==> src/rtl/timer_mode_ctrl_if.sv <==
// Button/preset inputs and count/status outputs of the timer mode controller.
// The master side drives buttons and presets; the slave side is the controller.
interface timer_mode_ctrl_if;
    logic       btn_start;
    logic       btn_mode;
    logic       btn_clear;
    logic [5:0] preset_min;
    logic [5:0] preset_sec;
    logic [5:0] min;
    logic [5:0] sec;
    logic       mode;
    logic       running;
    logic       done;
    logic       tick;

    modport master (
        output btn_start, btn_mode, btn_clear,
        output preset_min, preset_sec,
        input  min, sec, mode, running, done, tick
    );

    modport slave (
        input  btn_start, btn_mode, btn_clear,
        input  preset_min, preset_sec,
        output min, sec, mode, running, done, tick
    );
endinterface

==> src/rtl/timer_mode_ctrl.sv <==
// Stopwatch/countdown sequencer: run/pause/done FSM, 1 s prescaler, MM:SS count.
// Define TIMER_BTN_SYNC_EN to pass raw button levels through a 2-FF sync + edge detect.
module timer_mode_ctrl #(
    parameter int TICK_DIV = 50_000_000,
    parameter int MAX_MIN  = 59
) (
    input  logic               clk,
    input  logic               rst,
    timer_mode_ctrl_if.slave   bus
);

    localparam int              PW    = $clog2(TICK_DIV);
    localparam logic [PW-1:0]   PLAST = PW'(TICK_DIV - 1);
    localparam logic [5:0]      MAX_M = 6'(MAX_MIN);

    typedef enum logic [1:0] {
        IDLE,
        RUN,
        PAUSE,
        DONE
    } state_t;

    state_t        state;
    logic [PW-1:0] presc;
    logic [5:0]    cnt_min;
    logic [5:0]    cnt_sec;
    logic          mode_q;
    logic          running_q;
    logic          done_q;
    logic          tick_q;

    logic          start_p;
    logic          mode_p;
    logic          clear_p;
    logic [5:0]    pmin;
    logic [5:0]    psec;

`ifdef TIMER_BTN_SYNC_EN
    logic [2:0] s_start;
    logic [2:0] s_mode;
    logic [2:0] s_clear;

    always_ff @(posedge clk or posedge rst) begin
        if (rst) begin
            s_start <= '0;
            s_mode  <= '0;
            s_clear <= '0;
        end else begin
            s_start <= {s_start[1:0], bus.btn_start};
            s_mode  <= {s_mode[1:0], bus.btn_mode};
            s_clear <= {s_clear[1:0], bus.btn_clear};
        end
    end

    // bit 1 is the synchronised level, bit 2 its previous value
    assign start_p = s_start[1] & ~s_start[2];
    assign mode_p  = s_mode[1] & ~s_mode[2];
    assign clear_p = s_clear[1] & ~s_clear[2];
`else
    assign start_p = bus.btn_start;
    assign mode_p  = bus.btn_mode;
    assign clear_p = bus.btn_clear;
`endif

    assign pmin = (bus.preset_min > MAX_M) ? MAX_M : bus.preset_min;
    assign psec = (bus.preset_sec > 6'd59) ? 6'd59 : bus.preset_sec;

    always_ff @(posedge clk or posedge rst) begin
        if (rst) begin
            state     <= IDLE;
            presc     <= '0;
            cnt_min   <= '0;
            cnt_sec   <= '0;
            mode_q    <= 1'b0;
            running_q <= 1'b0;
            done_q    <= 1'b0;
            tick_q    <= 1'b0;
        end else begin
            tick_q <= 1'b0;
            if (clear_p) begin
                state     <= IDLE;
                presc     <= '0;
                running_q <= 1'b0;
                done_q    <= 1'b0;
                cnt_min   <= mode_q ? pmin : 6'd0;
                cnt_sec   <= mode_q ? psec : 6'd0;
            end else begin
                case (state)
                    IDLE: begin
                        if (mode_p) begin
                            mode_q  <= ~mode_q;
                            cnt_min <= mode_q ? 6'd0 : pmin;
                            cnt_sec <= mode_q ? 6'd0 : psec;
                        end else if (start_p) begin
                            if (mode_q && cnt_min == 6'd0 && cnt_sec == 6'd0) begin
                                state  <= DONE;
                                done_q <= 1'b1;
                            end else begin
                                state     <= RUN;
                                running_q <= 1'b1;
                            end
                        end else if (mode_q) begin
                            cnt_min <= pmin;
                            cnt_sec <= psec;
                        end
                    end
                    RUN: begin
                        if (start_p) begin
                            state     <= PAUSE;
                            running_q <= 1'b0;
                        end else if (presc != PLAST) begin
                            presc <= presc + 1'b1;
                        end else begin
                            presc  <= '0;
                            tick_q <= 1'b1;
                            if (!mode_q) begin
                                if (cnt_sec == 6'd59) begin
                                    cnt_sec <= 6'd0;
                                    cnt_min <= (cnt_min == MAX_M) ? 6'd0
                                                                  : cnt_min + 6'd1;
                                end else begin
                                    cnt_sec <= cnt_sec + 6'd1;
                                end
                            end else if (cnt_sec == 6'd0) begin
                                cnt_sec <= 6'd59;
                                cnt_min <= cnt_min - 6'd1;
                            end else begin
                                cnt_sec <= cnt_sec - 6'd1;
                                // expiry shows 00:00 and raises done on this tick
                                if (cnt_min == 6'd0 && cnt_sec == 6'd1) begin
                                    state     <= DONE;
                                    running_q <= 1'b0;
                                    done_q    <= 1'b1;
                                end
                            end
                        end
                    end
                    PAUSE: begin
                        if (start_p) begin
                            state     <= RUN;
                            running_q <= 1'b1;
                        end
                    end
                    DONE: begin
                        cnt_min <= 6'd0;
                        cnt_sec <= 6'd0;
                    end
                    default: state <= IDLE;
                endcase
            end
        end
    end

    assign bus.min     = cnt_min;
    assign bus.sec     = cnt_sec;
    assign bus.mode    = mode_q;
    assign bus.running = running_q;
    assign bus.done    = done_q;
    assign bus.tick    = tick_q;

endmodule
==> src/flat_wrapper.sv <==
// flat-port wrapper written by rule: the top's interface ports become plain ports
module timer_mode_ctrl_flat 
#(
    parameter int TICK_DIV = 50_000_000,
    parameter int MAX_MIN  = 59
)
  (clk, rst, bus_btn_start, bus_btn_mode, bus_btn_clear, bus_preset_min, bus_preset_sec, bus_min, bus_sec, bus_mode, bus_running, bus_done, bus_tick);
  timer_mode_ctrl_if bus_i ();
  input  logic clk;
  input  logic rst;
  input wire logic [$bits(bus_i.btn_start)-1:0] bus_btn_start;
  input wire logic [$bits(bus_i.btn_mode)-1:0] bus_btn_mode;
  input wire logic [$bits(bus_i.btn_clear)-1:0] bus_btn_clear;
  input wire logic [$bits(bus_i.preset_min)-1:0] bus_preset_min;
  input wire logic [$bits(bus_i.preset_sec)-1:0] bus_preset_sec;
  output wire logic [$bits(bus_i.min)-1:0] bus_min;
  output wire logic [$bits(bus_i.sec)-1:0] bus_sec;
  output wire logic [$bits(bus_i.mode)-1:0] bus_mode;
  output wire logic [$bits(bus_i.running)-1:0] bus_running;
  output wire logic [$bits(bus_i.done)-1:0] bus_done;
  output wire logic [$bits(bus_i.tick)-1:0] bus_tick;
  assign bus_i.btn_start = bus_btn_start;
  assign bus_i.btn_mode = bus_btn_mode;
  assign bus_i.btn_clear = bus_btn_clear;
  assign bus_i.preset_min = bus_preset_min;
  assign bus_i.preset_sec = bus_preset_sec;
  assign bus_min = bus_i.min;
  assign bus_sec = bus_i.sec;
  assign bus_mode = bus_i.mode;
  assign bus_running = bus_i.running;
  assign bus_done = bus_i.done;
  assign bus_tick = bus_i.tick;
  timer_mode_ctrl #(.TICK_DIV(TICK_DIV), .MAX_MIN(MAX_MIN)) u_core (.clk(clk), .rst(rst), .bus(bus_i));
endmodule
==> config.mk <==
export PLATFORM = sky130hd
export DESIGN_NAME = timer_mode_ctrl_flat
export DESIGN_NICKNAME = d
export VERILOG_FILES = /design/src/rtl/timer_mode_ctrl_if.sv /design/src/rtl/timer_mode_ctrl.sv /design/src/flat_wrapper.sv
export SDC_FILE = /design/constraint.sdc
export NUM_CORES = 1
export LEC_CHECK = 0
export CAP_MARGIN = 15
export CORE_ASPECT_RATIO = 0.7
export CORE_MARGIN = 1
export CORE_UTILIZATION = 50
export CTS_CLUSTER_DIAMETER = 30
export DETAILED_ROUTE_END_ITERATION = 8
export PLACE_DENSITY_LB_ADDON = 0.15
export SYNTH_ARGS = -nofsm -noshare
export SYNTH_HDL_FRONTEND = slang
export SYNTH_SLANG_ARGS = --single-unit
==> constraint.sdc <==
create_clock -name clk -period 6.05 [get_ports clk]
set_clock_uncertainty 0.1 [all_clocks]
set_input_delay 1.5125 -clock clk [delete_from_list [all_inputs] [get_ports clk]]
set_output_delay 1.5125 -clock clk [all_outputs]
set_load 0.05 [all_outputs]
# Word level (Yosys, flattened, before mapping)
# Index checks and enable logic that the tools add are counted.
# word_totals
reg_bits	44
input_bits	17
output_inout_bits	16
elab_cells	127
# op_classes
add_sub_neg	5
order_cmp	2
n_eq_ne	26
mux	67
bitwise_logic	2
reduce_logical	17
# op_table
op	n
6-bit 2-to-1 mux	25
26-bit 2-to-1 mux	4
6-bit case mux with 3 select lines	2
26-bit by 1-bit adder with 26-bit output, second input constant	1
26-bit != test, second input constant	1
1-bit 2-to-1 mux	23
3-bit != test, second input constant	7
2-bit 2-to-1 mux	10
9-bit AND reduction	2
4-bit != test, second input constant	4
6-bit by 1-bit adder with 6-bit output, second input constant	2
6-bit == test, second input constant	2
6-bit greater-than comparator, second input constant	2
6-bit zero test	2
4-bit by 3-bit != test with 1-bit output, second input constant	3
6-bit by 1-bit subtractor with 6-bit output, second input constant	2
3-bit by 2-bit != test with 1-bit output, second input constant	3
8-bit AND reduction	1
4-bit nonzero test	2
7-bit AND reduction	1
6-bit by 1-bit == test with 1-bit output, second input constant	1
2-bit case mux with 3 select lines	1
5-bit AND reduction	1
2-bit == test, second input constant	2
other kinds (12)	15

# Logic depth before layout (Yosys ltp)
# Gate-level depths: netlist of the first run.
# logic_depth
word_depth	9
ltp_mapped	9
mapped_depth_nobuf	7

# Least setup slack after synthesis of the first run
# OpenSTA, ideal clock, no wires.
# synth_timing
path_kind	input to register
from	input bus_btn_clear
to	register u_core.presc[19]
setup_ns	0.126
arrival_ns	2.691
t_required_ns	5.824
slack_ns	3.133
cell_stages	6
n_path_buf	1
cell_sequence	buf_2 inv_2 a2111o_1 nor4_2 xnor2_1 nor2_1
# synth_between
elab_chain_len	2
elab_cells_between_ends	4
cone_classes	eq/ne: 1; mux: 1; reduce/logical: 2
# synth_lines
element	line_no	rtl
from (decl)	flat_wrapper.sv:13	input wire logic [$bits(bus_i.btn_clear)-1:0] bus_btn_clear;
2-bit by 1-bit != test with 1-bit output (no line) / 2-bit nonzero test (equally long branches)	-	
2-bit AND reduction (no line)	-	
to (signal assigned)	timer_mode_ctrl.sv:112	presc <= presc + 1'b1;
to (decl)	timer_mode_ctrl.sv:24	logic [PW-1:0] presc;
# Several ways; a longest one is shown, not always the timed one.
# A chain may end at the register's enable or synchronous reset.

# Final worst setup path of the first run
# layout_timing
from	input bus_btn_clear
to	register u_core.presc[22]
# Same word-level chain as after synthesis.

==> reports/summary.json, run 1 <==
{
  "outcome": "complete, no violations",
  "synth_area_per_cell_sq_um": 8.965,
  "synthDominantCellAreaShare_pct": 34.89,
  "final_max_slew_viol_count": 0,
  "maxSlewHeadroom_pct": 37.93,
  "floorplan_core_area_sq_mm": 0.005899,
  "pre_cts_ws_ns": 2.097,
  "antenna_violating_nets_post_route": 0,
  "timing.critical_path.arrival_ns": 3.87,
  "power_density_mw_per_mm2": 423.6,
  "ir_worst_vdd_v": 0.0002864,
  "numPortBuffers": 32,
  "synth_simple_gate_area_share_pct": 24.58,
  "final_core_utilization_pct": 61.36,
  "globalRouteOverflowTotal": 0,
  "cts_made_buffers": 5,
  "syn_to_final_growth_pct": 14.71,
  "finalSetupViolCount": 0,
  "synth-seq-area-share_pct": 34.89,
  "worst-slew-pin-transition_ns": 0.9311,
  "cp_required_ns": 6.19,
  "cts.path.max_buffers": 2,
  "hold_path_class": "register to register",
  "design_power_total_mw": 1.533,
  "hold_viol_final": 0,
  "synth_common_cells": "dfrtp_1 (44), nor2_1 (36), nand2_1 (26)",
  "route.detailed.vias_per_inst": 6.196,
  "fp.dieW_um": 96.95,
  "cpMostUsedCell": "a31oi_1",
  "global_route.usage.met2_pct": 35.74,
  "net_count_final": 407,
  "place_inst": 446,
  "cts-resized-gates": 0,
  "drtIter0Drc": 273,
  "synthDistinctLibCells": 66,
  "yosysWarningCount": 0,
  "clk_latency_ns": 0.31,
  "global_route_usage_sum_pct": 25.24,
  "detail_route.first_pass.iterations": 5,
  "top_count_cell_post_synth": "dfrtp_1",
  "total_negative_setup_slack_ns": 0,
  "tritoncts_clock_tree": "yes",
  "number_of_top_level_pins": 33,
  "path_cells": "clkdlybuf4s50_1 > and2b_1 > nand2b_1 > a31oi_1 > a31oi_1 > a31oi_1",
  "clk_transition_reported_paths_ns": 0.10,
  "finalCritPeriodShare_pct": 61.58,
  "row_count": 23,
  "synth.mux.area_fraction_pct": 4.124,
  "routed-via-count": 2813,
  "average_detailed_routed_wire_length_per_instance_um": 17.01,
  "via_count_of_the_first_global_routing_pass": 2571,
  "criticalPathCategory": "primary input to register",
  "cts_htree_levels": 2,
  "crit_path_start": "bus_btn_clear",
  "grt_max_degree": 45,
  "crit_buf_inv": 1,
  "root_buffer": "clkbuf_8",
  "reg2reg_from": "u_core.state[1]",
  "crit_fanout": 13,
  "die_y_um": 68.47,
  "synth_top_family_by_area": "simple AND/OR/NAND/NOR gates",
  "globalRouteMet3Util_pct": 4.597,
  "critical-path-max-stage-delay_ns": 0.70,
  "cts_post_setup_buffers_inserted": 0,
  "use_met1_pct": 38.97,
  "synth_fp_nets": 381,
  "ys_seq_elements": 44,
  "synthAdderAreaFrac_pct": 4.758,
  "number_of_flops_mapped_to_enable_cells_by_yosys": 0,
  "synth_area_leader_cell": "dfrtp_1",
  "finish.cell_count_without_fillers": 454,
  "timing.fmax_mhz": 268.4,
  "max-cap-violations": 0,
  "hold_path_startpoint": "u_core.presc[25]",
  "n_antenna_cell": 0,
  "syn-cell-area_sq_mm": 0.003156,
  "first_pass_grt_wire_length_um": 13170,
  "fin_ws_ns": 2.325,
  "xor_xnor_fraction_of_synth_area_pct": 7.216,
  "fraction_of_final_layout_cells_with_drive_strength_greater_than_1_pct": 9.499,
  "finalWirelength_um": 7723,
  "hpwl_um": 5553,
  "power.static_leakage_nw": 1.441,
  "complex_gate_fraction_of_the_synthesized_area_pct": 19.51,
  "post_synth_inst_count": 352,
  "synthFlopType": "dfrtp_1",
  "setup_repair_after_global_routing_missed_its_margin": "false",
  "slowest_stage": "and2b_1",
  "gr-max-usage-layer": "met1",
  "cpLargestDelayFamily": "simple AND/OR/NAND/NOR gates",
  "numClockSinks": 44,
  "critPathCaptureType": "register",
  "globalplace.congestion": 0.9017,
  "start_util_pct": 53.49,
  "startpoint_type": "primary input",
  "antenna_found_initial": 0,
  "cts_hold_buffers": 0,
  "synth_area_leaders": "dfrtp_1 (35%), ha_1 (4.8%), xnor2_1 (4.4%)",
  "finalCriticalPeriod_ns": 3.725,
  "synth-async-reset-ratio_pct": 100.0,
  "residual_drc": 0,
  "floorplan.die_area_sq_mm": 0.006638
}
## final timing paths
check | cells past startpoint | slack, ns | end
max | 6 | 2.32 | u_core.presc[22]
min in group asynchronous | 3 | 1.54 | u_core.presc[18]
min | 1 | 0.39 | u_core.presc[25]
max in group asynchronous | 3 | 3.91 | u_core.bus.min[3]
max reg2reg | 7 | 3.31 | u_core.presc[22]
min reg2reg | 1 | 0.39 | u_core.presc[25]
## layout make-up
class,instances,area [sq um]
Fill cell,494,2280
Clock buffer,5,68.82
Tap cell,75,93.84
Inverter,20,75.07
Sequential cell,44,1101
Multi-Input combinational cell,273,1899
Timing Repair Buffer,34,335.3
Clock inverter,3,46.29
## routing by layer
metal	vias to the layer above	wire [um]
met5	-	0
li1	1337	-
met1	1351	4042
met4	0	82
met2	114	3094
met3	11	503
## power breakdown
part | leakage (nW) | internal (mW) | total [mW] | switching [mW]
Clock | 0.0548 | 0.125 | 0.243 | 0.118
Sequential | 0.592 | 0.346 | 0.468 | 0.122
Combinational | 0.794 | 0.328 | 0.823 | 0.495
## sequential cells by signal (all words and copies together), names as in the netlist
| name | count |
|---|---|
| u_core.bus.done | 1 |
| u_core.bus.min | 6 |
| u_core.bus.mode | 1 |
| u_core.bus.running | 1 |
| u_core.bus.sec | 6 |
| u_core.bus.tick | 1 |
| u_core.presc | 26 |
| u_core.state | 2 |
## layout by cell type, fill, tap and decap left out, types with 4 or more instances in the layout
cell,n
nor2b_1,4
and4_1,4
clkdlybuf4s50_1,32
and3_1,5
ha_1,12
mux2i_1,4
mux2_2,8
xor2_1,10
xnor2_1,16
o21ai_0,18
dfrtp_1,44
nand4_1,6
nor3_1,13
a211oi_1,4
inv_1,18
nor2_1,36
a221oi_1,4
nand3_1,21
a31oi_1,8
clkbuf_8,5
nand2_1,26
o31ai_1,4
a21oi_1,10
## logic make-up (layout without fill, tap and decap cells)
logic type,Yosys count,count (layout)
simple gates,141,141
compound gates,82,82
flops,44,44
buf+inv,35,62
xor+xnor,26,26
fa+ha+maj,12,12
mux,12,12
## per-stage QoR
stage | instance area (sq um) | hold slack, ns
2_1_floorplan | 3156 | 0.3421
4_1_cts | 3620 | 0.3834
6_report | 3620 | 0.3899
3_5_place_dp | 3505 | 0.3718
3_3_place_gp | 3505 | 0.3679
5_1_grt | 3620 | 0.4597
No activity file was read; power rests on OpenSTA's default activity.
==> run 2, diff against run 1 <==
==> constraint.sdc (replaced) <==
create_clock -name clk -period 3.4 [get_ports clk]
set_clock_uncertainty 0.1 [all_clocks]
set_input_delay 0.85 -clock clk [delete_from_list [all_inputs] [get_ports clk]]
set_output_delay 0.85 -clock clk [all_outputs]
set_load 0.05 [all_outputs]
==> reports/summary.json, run 2 (synthesis results as in run 1) <==
{
  "numPortBuffers": {"value": 32, "change": "unchanged"},
  "start_util": {"value": 53.49, "unit": "%", "change": "unchanged"},
  "floorplan_core_area": {"value": 0.005899, "unit": "sq mm", "change": "unchanged"},
  "cts_hold_buffers": {"value": 0, "change": "unchanged"},
  "reg2reg_depth": {"value": 7, "change": "unchanged"},
  "net_count_final": {"value": 412, "change": "+1.2%"},
  "finalCriticalPeriod_ns": 2.791,
  "clk_latency": {"value": 0.30, "unit": "ns", "change": "about the same"},
  "routed-via-count": {"value": 2853, "change": "+1.4%"},
  "fp.dieW": {"value": 96.95, "unit": "um", "change": "unchanged"},
  "fin_area": {"value": 0.003664, "unit": "sq mm", "change": "+1.2%"},
  "cts_made_buffers": {"value": 5, "change": "unchanged"},
  "most-common-layout-cells": "dfrtp_1 (44), nor2_1 (36), clkdlybuf4s50_1 (32), nand2_1 (26), nand3_1 (21)",
  "antenna_found_initial": {"value": 0, "change": "unchanged"},
  "largest_reg_flops": {"value": 26, "change": "unchanged"},
  "timing.critical_path.arrival": {"value": 2.92, "unit": "ns", "change": "-0.95 ns"},
  "n_antenna_cell": {"value": 0, "change": "unchanged"},
  "final_core_utilization": {"value": 62.10, "unit": "%", "change": "+0.74 points"},
  "final_max_slew_viol_count": {"value": 0, "change": "unchanged"},
  "sequential_cell_area": {"value": 0.001101, "unit": "sq mm", "change": "unchanged"},
  "total_negative_setup_slack": {"value": 0, "unit": "ns", "change": "unchanged"},
  "route.detailed.vias_per_inst": {"value": 6.216, "change": "+0.32%"},
  "globalRouteMet3Util": {"value": 5.107, "unit": "%", "change": "+0.51 points"},
  "clk_transition_reported_paths": {"value": 0.09, "unit": "ns", "change": "about the same"},
  "critPathCapture": "u_core.state[1]",
  "use_met1": {"value": 39.09, "unit": "%", "change": "+0.11 points"},
  "timing.reg2reg.setup_slack": {"value": 0.89, "unit": "ns", "change": "-2.42 ns"},
  "cts-resized-gates": {"value": 0, "change": "unchanged"},
  "worst-slew-pin-transition": {"value": 0.6019, "unit": "ns", "change": "-0.3292 ns"},
  "residual_drc": {"value": 0, "change": "unchanged"},
  "tritoncts_clock_tree": "yes",
  "crit_fanout": {"value": 8, "change": "-5"},
  "finish.cell_count_without_fillers": {"value": 459, "change": "+1.1%"},
  "filler_cell_count": {"value": 518, "change": "+4.9%"},
  "average_detailed_routed_wire_length_per_instance": {"value": 17.44, "unit": "um", "change": "+2.5%"},
  "outcome": "complete, no violations",
  "postPlaceCellArea": {"value": 0.003542, "unit": "sq mm", "change": "+1.1%"},
  "global_route.usage.met2": {"value": 36.09, "unit": "%", "change": "+0.35 points"},
  "most_frequent_standard_cell_in_the_layout_excluding_fill_and_tap_cells": "dfrtp_1",
  "finalSetupViolCount": {"value": 0, "change": "unchanged"},
  "global_route_usage_sum": {"value": 25.32, "unit": "%", "change": "+0.080 points"},
  "number_of_top_level_pins": {"value": 33, "change": "unchanged"},
  "ir_worst_vdd": {"value": 0.0004276, "unit": "V", "change": "+49%"},
  "crit_path_start": "bus_btn_start",
  "globalplace.congestion": {"value": 0.8733, "change": "-3.1%"},
  "numClockSinks": {"value": 44, "change": "unchanged"},
  "floorplan.die_area": {"value": 0.006638, "unit": "sq mm", "change": "unchanged"},
  "detail_route.first_pass.iterations": {"value": 4, "change": "-1"},
  "cts_htree_levels": {"value": 2, "change": "unchanged"},
  "largest-register": "u_core.presc",
  "design_power_total": {"value": 2.782, "unit": "mW", "change": "+81%"},
  "power.static_leakage": {"value": 1.474, "unit": "nW", "change": "+2.2%"},
  "cts_post_setup_buffers_inserted": {"value": 0, "change": "unchanged"},
  "finalWirelength": {"value": 8006, "unit": "um", "change": "+3.7%"},
  "via_count_of_the_first_global_routing_pass": {"value": 2522, "change": "-1.9%"},
  "globalRouteOverflowTotal": {"value": 0, "change": "unchanged"},
  "root_buffer": "clkbuf_8",
  "drtIter0Drc": {"value": 201, "change": "-26%"},
  "row_count": {"value": 23, "change": "unchanged"},
  "reg2reg_from": "u_core.state[1]",
  "maxSlewHeadroom": {"value": 59.69, "unit": "%", "change": "+22 points"},
  "finalCritPeriodShare_pct": 82.08,
  "place_inst": {"value": 451, "change": "+1.1%"},
  "grt_max_degree": {"value": 45, "change": "unchanged"},
  "hold_path_startpoint": "u_core.presc[25]",
  "setup_repair_after_global_routing_missed_its_margin": "false",
  "fraction_of_final_layout_cells_with_drive_strength_greater_than_1": {"value": 10.68, "unit": "%", "change": "+1.2 points"},
  "max-cap-violations": {"value": 0, "change": "unchanged"},
  "power_density": {"value": 759.4, "unit": "mW/mm^2", "change": "+79%"},
  "timing.fmax_mhz": 358.3,
  "multi_input_area": {"value": 0.001899, "unit": "sq mm", "change": "unchanged"},
  "cts.path.max_buffers": {"value": 2, "change": "unchanged"},
  "hold_path_class": "register to register",
  "critPathCaptureType": "register",
  "hpwl": {"value": 5933, "unit": "um", "change": "+6.8%"},
  "startpoint_type": "primary input",
  "hold_viol_final": {"value": 0, "change": "unchanged"},
  "cp_required": {"value": 3.53, "unit": "ns", "change": "-2.66 ns"},
  "syn_to_final_growth_pct": 16.10,
  "antenna_violating_nets_post_route": {"value": 0, "change": "unchanged"},
  "first_pass_grt_wire_length": {"value": 13110, "unit": "um", "change": "-0.42%"},
  "criticalPathCategory": "primary input to register",
  "die_y": {"value": 68.47, "unit": "um", "change": "unchanged"},
  "gr-max-usage-layer": "met1",
  "worst_r2r_endpoint": "u_core.state[1]"
}
run 2: cell count changes in the layout (fill, tap and decap cells not counted):
cell | previous run | this run
inv_6 | 1 | 0
clkinv_4 | 0 | 1
clkinvlp_4 | 1 | 0
buf_4 | 2 | 7
clkbuf_8 | 5 | 6
run 2: report_power, final:
group / switching [mW] / internal (mW)
combinational: 0.928 / 0.602
sequential: 0.197 / 0.615
clock: 0.200 / 0.241
total: 1.32 / 1.46
run 2: critical path, cell delays in order:
cell             delay [ns]
clkdlybuf4s50_1        0.53
mux2_2                 0.33
a221oi_1               0.52
nor2b_1                0.14
a31oi_1                0.32
mux2i_1                0.22
run 2: metrics by stage:
stage               hold WS, ns  setup slack, ns
floorplan                0.3421            1.036
global placement         0.3783           0.4472
detailed placement       0.3735           0.3986
CTS                      0.3889           0.6437
global route             0.4378           0.4321
finish                   0.3939           0.6092
run 2: how the worst min path moves through the flow:
stage               cells past startpoint  slack (ns)               end
floorplan                               1        0.34  u_core.presc[25]
global placement                        1        0.38  u_core.presc[25]
detailed placement                      1        0.37  u_core.presc[25]
CTS                                     1        0.39  u_core.presc[25]
global route                            1        0.44  u_core.presc[25]
finish                                  1        0.39  u_core.presc[25]
run 2: layout make-up:
class | count | area share, %
Multi-Input combinational cell | 273 | 51.84
Clock inverter | 2 | 1.059
Timing Repair Buffer | 39 | 10.18
Clock buffer | 6 | 2.254
Inverter | 20 | 2.049
Tap cell | 75 | 2.561
Sequential cell | 44 | 30.05
run 2: routing by layer:
metal	wire, um	share of wire, %	up-vias
li1	-	-	1346
met1	4082	51	1379
met2	3188	40	120
met3	664	8.3	8
met4	70	0.87	0
met5	0	0	-
==> run 3, diff against run 2 <==
==> constraint.sdc (replaced) <==
create_clock -name clk -period 2.3 [get_ports clk]
set_clock_uncertainty 0.1 [all_clocks]
set_input_delay 0.575 -clock clk [delete_from_list [all_inputs] [get_ports clk]]
set_output_delay 0.575 -clock clk [all_outputs]
set_load 0.05 [all_outputs]
==> reports/summary.json, run 3 (synthesis results as in run 1) <==
{
  "outcome": "complete, no violations",
  "max-cap-violations": {"value": 0, "change": "unchanged"},
  "floorplan_core_area": {"value": 0.005899, "unit": "sq mm", "change": "unchanged"},
  "drtIter0Drc": {"value": 232, "change": "+15%"},
  "cts_made_buffers": {"value": 5, "change": "unchanged"},
  "crit_fanout": {"value": 8, "change": "unchanged"},
  "pre_cts_ws": {"value": -0.4083, "unit": "ns", "change": "-0.8069 ns"},
  "cts_htree_levels": {"value": 2, "change": "unchanged"},
  "route.detailed.vias_per_inst": {"value": 6.004, "change": "-3.4%"},
  "cts_hold_buffers": {"value": 0, "change": "unchanged"},
  "fp.dieW": {"value": 96.95, "unit": "um", "change": "unchanged"},
  "finalWirelength": {"value": 8195, "unit": "um", "change": "+2.4%"},
  "setup_repair_after_global_routing_missed_its_margin": "false",
  "clk_latency": {"value": 0.30, "unit": "ns", "change": "about the same"},
  "net_count_final": {"value": 452, "change": "+9.7%"},
  "timing.fmax_mhz": 444.6,
  "numPortBuffers": {"value": 32, "change": "unchanged"},
  "cp_required": {"value": 1.62, "unit": "ns", "change": "-1.91 ns"},
  "timing.reg2reg.setup_slack": {"value": 0.11, "unit": "ns", "change": "-0.78 ns"},
  "most-common-layout-cells": "buf_4 (52), dfrtp_1 (40), nor2_1 (36), nand2_1 (26), nand3_1 (21)",
  "finalCritPeriodShare_pct": 97.79,
  "reg2reg_from": "u_core.state[1]",
  "global_route_usage_sum": {"value": 25.71, "unit": "%", "change": "+0.39 points"},
  "power.static_leakage": {"value": 1.742, "unit": "nW", "change": "+18%"},
  "startpoint_type": "register",
  "syn_to_final_growth_pct": 28.19,
  "hold_path_startpoint": "u_core.presc[25]",
  "routed-via-count": {"value": 2990, "change": "+4.8%"},
  "hpwl": {"value": 6290, "unit": "um", "change": "+6.0%"},
  "globalplace.congestion": {"value": 0.8855, "change": "+1.4%"},
  "number_of_top_level_pins": {"value": 33, "change": "unchanged"},
  "largest-register": "u_core.presc",
  "design_power_total": {"value": 4.465, "unit": "mW", "change": "+60%"},
  "root_buffer": "clkbuf_8",
  "cts_post_setup_buffers_inserted": {"value": 0, "change": "unchanged"},
  "n_antenna_cell": {"value": 0, "change": "unchanged"},
  "final_max_slew_viol_count": {"value": 0, "change": "unchanged"},
  "critical-path-max-stage-delay": {"value": 0.83, "unit": "ns", "change": "+0.30 ns"},
  "timing.critical_path.arrival": {"value": 1.57, "unit": "ns", "change": "-1.35 ns"},
  "cpLargestDelayFamily": "buffers and inverters",
  "start_util": {"value": 53.49, "unit": "%", "change": "unchanged"},
  "die_y": {"value": 68.47, "unit": "um", "change": "unchanged"},
  "min_delay_path_depth": {"value": 1, "change": "unchanged"},
  "hold_viol_final": {"value": 0, "change": "unchanged"},
  "path_cells": "clkdlybuf4s50_1",
  "ir_worst_vdd": {"value": 0.0006555, "unit": "V", "change": "+53%"},
  "slowest_stage": "clkdlybuf4s50_1",
  "holdWs": {"value": 0.4168, "unit": "ns", "change": "+0.02290 ns"},
  "first_pass_grt_wire_length": {"value": 13290, "unit": "um", "change": "+1.4%"},
  "clk_transition_reported_paths": {"value": 0.08, "unit": "ns", "change": "about the same"},
  "crit_buf_inv": {"value": 1, "change": "unchanged"},
  "grt_max_degree": {"value": 45, "change": "unchanged"},
  "reg2reg_depth": {"value": 8, "change": "+1"},
  "fin_ws": {"value": 0.05074, "unit": "ns", "change": "-0.5585 ns"},
  "row_count": {"value": 23, "change": "unchanged"},
  "cts.path.max_buffers": {"value": 2, "change": "unchanged"},
  "numClockSinks": {"value": 44, "change": "unchanged"},
  "globalRouteOverflowTotal": {"value": 0, "change": "unchanged"},
  "worst_r2r_endpoint": "u_core.bus.sec[4]",
  "power_density": {"value": 1104, "unit": "mW/mm^2", "change": "+45%"},
  "hold_path_class": "register to register",
  "floorplan.die_area": {"value": 0.006638, "unit": "sq mm", "change": "unchanged"},
  "finalCriticalPeriod_ns": 2.249,
  "filler_cell_count": {"value": 448, "change": "-14%"},
  "criticalPathCategory": "register to primary output",
  "fraction_of_final_layout_cells_with_drive_strength_greater_than_1": {"value": 22.70, "unit": "%", "change": "+12 points"},
  "maxSlewHeadroom": {"value": 61.05, "unit": "%", "change": "+1.4 points"},
  "timing.hold.worst_endpoint": "u_core.presc[25]",
  "detail_route.first_pass.iterations": {"value": 4, "change": "unchanged"},
  "antenna_found_initial": {"value": 0, "change": "unchanged"},
  "via_count_of_the_first_global_routing_pass": {"value": 2661, "change": "+5.5%"},
  "worst-slew-pin-transition": {"value": 0.5794, "unit": "ns", "change": "-0.02245 ns"},
  "average_detailed_routed_wire_length_per_instance": {"value": 16.46, "unit": "um", "change": "-5.7%"},
  "finalSetupViolCount": {"value": 0, "change": "unchanged"},
  "total_negative_setup_slack": {"value": 0, "unit": "ns", "change": "unchanged"},
  "residual_drc": {"value": 0, "change": "unchanged"},
  "tritoncts_clock_tree": "yes",
  "antenna_violating_nets_post_route": {"value": 0, "change": "unchanged"},
  "critPathCaptureType": "primary output",
  "largest_reg_flops": {"value": 26, "change": "unchanged"},
  "most_frequent_standard_cell_in_the_layout_excluding_fill_and_tap_cells": "buf_4"
}
## run 3: changes by cell type in the layout (fill, tap and decap cells not counted), sizes merged
cell,delta
clkbuf,-1
clkinv,-1
clkdlybuf4s50,-14
dlymetal6s2s,+3
dlygate4sd2,+2
buf,+49
bufinv,+1
## run 3: power by group
group          internal, mW  switching (mW)  leakage, nW
logic                  1.14            1.47         1.09
clock network         0.428           0.271       0.0642
registers             0.917           0.244        0.587
## run 3: layer usage
metal	global-route usage (%)	part of all wire, %	vias to the layer above
li1	-	-	1437
met1	38.22	51	1436
met2	38.29	40	108
met3	4.903	7.8	9
met4	6.343	0.93	0
met5	0	0	-
## run 3: repair_timing
action / in CTS / in global routing
endpoints found under the setup margin: 5 / 6
pin swaps: 0 / 0
resized for setup: 4 / 6
## run 3: how the worst max path moves through the flow
stage                           start           endpoint  cells past startpoint
finish              u_core.bus.sec[0]         bus_sec[0]                      1
detailed placement      bus_btn_start    u_core.state[1]                      6
global placement        bus_btn_start   u_core.presc[19]                      6
CTS                 u_core.bus.min[4]         bus_min[4]                      1
floorplan           u_core.bus.sec[1]  u_core.bus.min[0]                      5
global route          u_core.presc[0]  u_core.bus.min[0]                      6
## run 3: cell type report
cell class	count	area (sq um)	share of cell area, %
multi-input cells	273	1936	47.85
flip-flops and latches	44	1106	27.34
repair buffers	79	705.7	17.45
well taps	75	93.84	2.320
inverters	20	75.07	1.856
clock buffers	5	68.82	1.701
clock inverters	2	60.06	1.485
## run 3: per-stage QoR
stage | utilization (%) | cells | instance area (sq um)
global placement | 65.68 | 491 | 3875
finish | 68.57 | 498 | 4045
detailed placement | 65.68 | 491 | 3875
global route | 68.57 | 498 | 4045
CTS | 67.97 | 498 | 4010
floorplan | - | 352 | 3161
